===== src/rtl/reg_enc_pkg.sv =====
// Shared constants and types for the register write encoder.
package reg_enc_pkg;

  localparam int unsigned NUM_REGS = 32;
  localparam int unsigned ADDR_W   = 5;

  typedef enum logic {
    IDLE,
    ISSUE
  } state_e;

  // First round-robin search after reset starts at register 0.
  localparam logic [ADDR_W-1:0] LastGrantRst = 5'd31;

endpackage


===== src/rtl/find_first_set_32.sv =====
// Combinational 32-to-5 priority encoder: lowest set bit wins.
module find_first_set_32
  import reg_enc_pkg::*;
(
  input  logic [NUM_REGS-1:0] vec_i,
  output logic [ADDR_W-1:0]   idx_o,
  output logic                found_o
);

  always_comb begin
    idx_o = '0;
    for (int i = NUM_REGS - 1; i >= 0; i--) begin
      if (vec_i[i]) begin
        idx_o = ADDR_W'(i);
      end
    end
    found_o = |vec_i;
  end

endmodule


===== src/rtl/reg_write_encoder.sv =====
// Serializes a multi-hot write mask into single RegWrite/WriteRegister strobes.
// Define REG_ENC_ROUND_ROBIN_EN for round-robin selection instead of fixed priority.
module reg_write_encoder
  import reg_enc_pkg::*;
(
  input  logic                clk,
  input  logic                reset,
  input  logic                req_valid,
  input  logic [NUM_REGS-1:0] req_mask,
  output logic                req_ready,
  output logic                RegWrite,
  output logic [ADDR_W-1:0]   WriteRegister,
  input  logic                wr_ready,
  output logic                done
);

  state_e              state_q, state_d;
  logic [NUM_REGS-1:0] pending_q, pending_d;
  logic                done_q, done_d;
  logic [ADDR_W-1:0]   ffs_idx;
  logic                ffs_found;
  logic [ADDR_W-1:0]   sel;
  logic                grant;

`ifdef REG_ENC_ROUND_ROBIN_EN
  logic [ADDR_W-1:0]     last_grant_q, last_grant_d;
  logic [ADDR_W-1:0]     offset;
  logic [2*NUM_REGS-1:0] doubled;
  logic [NUM_REGS-1:0]   rotated;

  // Rotate so the search origin lands at bit 0, then map the hit back.
  assign offset  = last_grant_q + ADDR_W'(1);
  assign doubled = {pending_q, pending_q} >> offset;
  assign rotated = doubled[NUM_REGS-1:0];

  find_first_set_32 u_ffs (
    .vec_i   (rotated),
    .idx_o   (ffs_idx),
    .found_o (ffs_found)
  );

  assign sel = ffs_idx + offset;

  always_comb begin
    last_grant_d = last_grant_q;
    if (grant) begin
      last_grant_d = sel;
    end
  end

  always_ff @(posedge clk or posedge reset) begin
    if (reset) begin
      last_grant_q <= LastGrantRst;
    end else begin
      last_grant_q <= last_grant_d;
    end
  end
`else
  find_first_set_32 u_ffs (
    .vec_i   (pending_q),
    .idx_o   (ffs_idx),
    .found_o (ffs_found)
  );

  assign sel = ffs_idx;
`endif

  assign grant = (state_q == ISSUE) && wr_ready && ffs_found;

  // State register
  always_ff @(posedge clk or posedge reset) begin
    if (reset) begin
      state_q   <= IDLE;
      pending_q <= '0;
      done_q    <= 1'b0;
    end else begin
      state_q   <= state_d;
      pending_q <= pending_d;
      done_q    <= done_d;
    end
  end

  // Next-state logic
  always_comb begin
    state_d   = state_q;
    pending_d = pending_q;
    done_d    = 1'b0;
    unique case (state_q)
      IDLE: begin
        if (req_valid) begin
          pending_d = req_mask;
          if (req_mask == '0) begin
            done_d = 1'b1;
          end else begin
            state_d = ISSUE;
          end
        end
      end
      ISSUE: begin
        if (grant) begin
          pending_d = pending_q & ~(NUM_REGS'(1) << sel);
          if (pending_d == '0) begin
            state_d = IDLE;
            done_d  = 1'b1;
          end
        end
      end
      default: state_d = IDLE;
    endcase
  end

  // Outputs depend on registered state only
  always_comb begin
    req_ready     = (state_q == IDLE);
    RegWrite      = (state_q == ISSUE);
    WriteRegister = (state_q == ISSUE) ? sel : '0;
    done          = done_q;
  end

endmodule


===== config.mk =====
export PLATFORM = sky130hd
export DESIGN_NAME = reg_write_encoder
export DESIGN_NICKNAME = d
export VERILOG_FILES = /design/src/rtl/reg_enc_pkg.sv /design/src/rtl/find_first_set_32.sv /design/src/rtl/reg_write_encoder.sv
export SDC_FILE = /design/constraint.sdc
export NUM_CORES = 1
export LEC_CHECK = 0
export CAP_MARGIN = 0
export CORE_MARGIN = 2
export CORE_UTILIZATION = 45
export DETAILED_ROUTE_END_ITERATION = 12
export GPL_TIMING_DRIVEN = 0
export PLACE_DENSITY = 0.69
export SLEW_MARGIN = 15
export SYNTH_ARGS = -nofsm -noshare
export SYNTH_HDL_FRONTEND = slang
export SYNTH_HIERARCHICAL = 1
export SYNTH_SLANG_ARGS = --single-unit

===== constraint.sdc =====
create_clock -name clk -period 5 [get_ports clk]
set_input_delay 1 -clock clk [delete_from_list [all_inputs] [get_ports clk]]
set_output_delay 1 -clock clk [all_outputs]
set_load 0.1 [all_outputs]

# After elaboration in Yosys (flattened, before gate mapping)
# Cells that the tools add are included.
[word_totals]
ff_bits = 34
inputBits = 36
wordCells = 61
[classes]
eq_ne = 2
shifts = 1
muxes = 46
n_bitwise = 3
reduce_logical = 6
[op_table]
columns = ["cell", "count"]
rows = [
  ["5-bit two-way mux", 33],
  ["32-bit logical NOT", 2],
  ["32-bit two-way mux", 2],
  ["32-bit one-hot mux with 2 select lines", 1],
  ["32-bit AND", 1],
  ["32-bit NOT", 1],
  ["32-bit OR reduction", 1],
  ["1-bit by 5-bit << shifter with 32-bit output (first input constant)", 1],
  ["1-bit two-way mux", 8],
  ["1-bit one-hot mux with 2 select lines", 2],
  ["1-bit logical AND", 2],
  ["2-bit by 1-bit != test with 1-bit output (second input constant)", 1],
  ["2-bit != test (second input constant)", 1],
  ["2-bit AND reduction", 1],
  ["1-bit NOT", 1],
]

# Logic depth before layout (Yosys ltp)
[depth]
ltp_word = 39
mapped_depth = 11

# Modules after synthesis
# Netlist, hierarchy kept.
[modules_own_cells]
columns = ["module", "instances", "cells_per_inst", "area_per_inst_um2", "seq_area_each_um2"]
rows = [
  ["reg_write_encoder", 1, 263, 2197.1, 850.8],
  ["find_first_set_32", 1, 65, 385.4, 0.0],
]

# Worst setup path before layout
# OpenSTA, ideal clock, no wires.
[synth_path]
path_kind = "register to output"
start = "reg state_q, in the netlist RegWrite"
end = "out WriteRegister[1]"
arrival_time_ns = 3.396
required_time_ns = 4.000
path_slack_ns = 0.604
path_stages_with_launch = 5
path_cell_list = "dfrtp_1 > clkbuf_1 > inv_1 > clkbuf_1 > nor2_1"
[synth_via]
elab_chain_len = 1
[synth_rtl]
columns = ["item", "line", "text"]
rows = [
  ["start: declaration", "reg_write_encoder.sv:17", "state_e state_q, state_d;"],
  ["start signal: assignment", "reg_write_encoder.sv:77", "state_q <= state_d;"],
  ["5-bit two-way mux", "reg_write_encoder.sv:116", "WriteRegister = (state_q == ISSUE) ? sel : '0;"],
  ["end: declaration", "reg_write_encoder.sv:12", "output logic [ADDR_W-1:0] WriteRegister,"],
]
# No other way between the ends.

# Final worst setup path
[layout_path]
start = "reg pending_q[5]"
end = "out WriteRegister[1]"
[layout_via]
elab_chain_len = 7
[layout_rtl]
columns = ["item", "line", "text"]
rows = [
  ["start: declaration", "reg_write_encoder.sv:18", "logic [NUM_REGS-1:0] pending_q, pending_d;"],
  ["start signal: assignment", "reg_write_encoder.sv:78", "pending_q <= pending_d;"],
  ["5-bit two-way mux (6 in series)", "find_first_set_32.sv:13", "if (vec_i[i]) begin"],
  ["named net ffs_idx[1]", "reg_write_encoder.sv:20", "logic [ADDR_W-1:0] ffs_idx;"],
  ["5-bit two-way mux", "reg_write_encoder.sv:116", ""],
]
# The timed path passes the listed nets, and every way through them passes these cells.

==> metrics <==
max-cap viol count 0; post-synth cell types 48; FF+latch count, synth 34; CTS tree built; synth warn 6; largest net degree at the start of global routing 35; die area around 0.0064 mm2; crit path buf inv count 3; Post-synth EDFFs 0; actual slew at the worst max-slew pin 0.9674 ns; Clk Latency, worst-skew pair 0.29 ns; final global-route overflow total 0; endpoints failing hold 0; status finished clean; clk slew on worst S/H paths 0.07 ns; Mapped Nets 364; post-route cell area 0.003191 mm2; sequential-to-total area share from yosys stat 32.95%; placed cell area 0.003103 mm2; Initial Utilization 46.61%; number of antenna violations at the first check in global routing 0; top cell type's share of synthesized area approximately 33%; 1st-pass router iterations 5; Clock H-tree levels 2; vias in the first global route 2748; hold_buf cts 0; fmax approximately 0.22 GHz; DIE WIDTH 79.76 um; Final HPWL DP 7055 um; CP endpoint kind primary output; final worst path period need 4.614 ns; Total Routing Usage GR a little under a third; Post-layout nets 414; final setup vio count 0; crit-path most repeated cell nor2_1; Sink Count 34; Crit path arrival time 3.61 ns; Finished Layout Cells 450; Detail Route Antenna Nets 0; Max clock buf depth 2; CP top delay family buffers and inverters; core area 0.005540 mm2; P&R area growth vs syn 23.55%; IO buf count 43; root buffer cell clkbuf_8; max_slew headroom a little over a third; Crit-path slowest cell clkdlybuf4s50_1; Wirelength per Cell 20.91 um; via count 2886; antenna cells 0; final worst-path cycle share 92.27%; layout cell share with drive strength beyond 1 7.407%; most frequent cell after synthesis o21ai_0; Mapped Cells 328; Die Ht ~80 um; Worst Setup Start Kind register; CP Max Fanout 10; crit-path cells nor2_1 > o31ai_1 > or4_1 > nor3_2 > a21o_1 > buf_2 > inv_1 > nor2_1 > clkdlybuf4s50_1; Hold Crit Class reg2reg; Area contributors post-synth dfrtp_1 33%, o21ai_0 9.5%, a22o_1 7.8%; WL final around 9400 um; num rows 27; Synth Flop Type dfrtp_1; worst clock skew 0.004572 ns; Post-Syn Area between 0.002 and 0.003 mm2; first-pass GRT wire length 15000 um; CP Class reg2out; Num CTS Buffers 5; postcts setup bufs 0; cell taking the most area after synthesis dfrtp_1; Setup TNS 0 ns; Worst Path Required 4.00 ns; routability-driven placement congestion ratio 0.9446; RSZ-0062 raised after global routing no; initial DRC count 292; DR DRC count 0; synthesized area per cell slightly below 8 um2; Max stage delay on crit path 1.15 ns; FFs w/ async S/R, synth between 90% and 100%; max-slew violation count 0; vias per cell around 6.4; I/O pins 44; commonest cells in the netlist 49 x o21ai_0, 39 x nand2_1, 34 x dfrtp_1, 23 x a22o_1, 22 x nor2_1; placed instance count 443
==> through the flow <==
step / hold slack (ns) / util (%) / setup slack, ns
floorplan: 0.5101 / - / 0.6036
global placement: 0.5652 / 56.01 / 0.1065
detailed placement: 0.5740 / 56.01 / 0.2001
CTS: 0.5935 / 57.54 / 0.1961
global route: 0.6330 / 57.59 / 0.2484
finish: 0.5953 / 57.59 / 0.3864
==> logic make-up (layout without fill, tap and decap cells) <==
family                 after synthesis  after routing  share of synthesized area (%)
muxes                                3              3                          1.308
DFF                                 34             34                          32.95
AOI/OAI and AO/OA                  121            121                          30.72
buffers and inverters               28             78                          4.700
and+or+nand+nor                    142            142                          30.33
==> cells in the final DEF (no fill, tap or decap), types with 3 or more instances in the layout <==
cell type,synthesis,routed
a21oi_1,14,14
a22o_1,23,23
and2_1,5,5
buf_2,4,4
clkbuf_1,12,12
clkbuf_8,0,5
clkdlybuf4s50_1,0,42
dfrtp_1,34,34
inv_1,10,9
nand2_1,39,39
nand2b_1,5,5
nand3_1,8,8
nand3b_1,6,6
nand4_1,6,6
nor2_1,22,22
nor3_1,5,5
nor4_1,18,18
o21a_1,7,7
o21ai_0,49,49
o21ai_1,5,5
o31ai_1,5,5
o32ai_1,3,3
or2_2,4,4
or3b_1,7,7
or4_1,3,3
==> worst paths after layout <==
kind	startpoint	to	slack, ns	cells after the start
max	pending_q[5]	WriteRegister[1]	0.39	9
min	pending_q[21]	pending_q[21]	0.60	2
max reg2reg	pending_q[30]	RegWrite	1.52	10
min reg2reg	pending_q[21]	pending_q[21]	0.60	2
max in group asynchronous	reset	pending_q[31]	3.38	2
min in group asynchronous	reset	pending_q[19]	1.15	2
==> sequential cells by signal, summed over array words and instances (netlist names) <==
| name | cells |
|---|---|
| RegWrite | 1 |
| done | 1 |
| pending_q | 32 |
==> area by class of cell <==
type / instances / area (um2)
flip-flops and latches: 34 / 850.8
multi-input cells: 266 / 1617
clock buffers: 5 / 68.82
well taps: 72 / 90.09
fillers: 533 / 2350
repair buffers: 43 / 432.9
plain buffers: 18 / 83.83
inverters: 10 / 37.54
clock inverters: 2 / 10.01
==> layer usage <==
layer / track usage, % / part of all wire [%]
met5: 0 / 0
met3: 6.109 / 7.2
met1: 44.22 / 44
met2: 48.91 / 45
met4: 11.02 / 2.8
==> timing repair <==
action                     4_1_cts  5_1_grt
setup endpoints to repair        1        1
cloned                           0        0
gates resized for setup          1        1
pin swaps                        0        0
==> worst register-to-register path: stages (launching register included) <==
cell and delay, ns:
dfrtp_1 0.44, nor3b_1 0.22, nor3_1 0.08, o31ai_1 0.29, o2111ai_1 0.22, a221oi_2 0.68, mux2_1 0.39, o32ai_1 0.31
nand3_1 0.13, nor4_1 0.45, a31oi_1 0.14
Power is not shown: default switching activity piles up to over one toggle a cycle in this logic, so the estimate is an artifact.
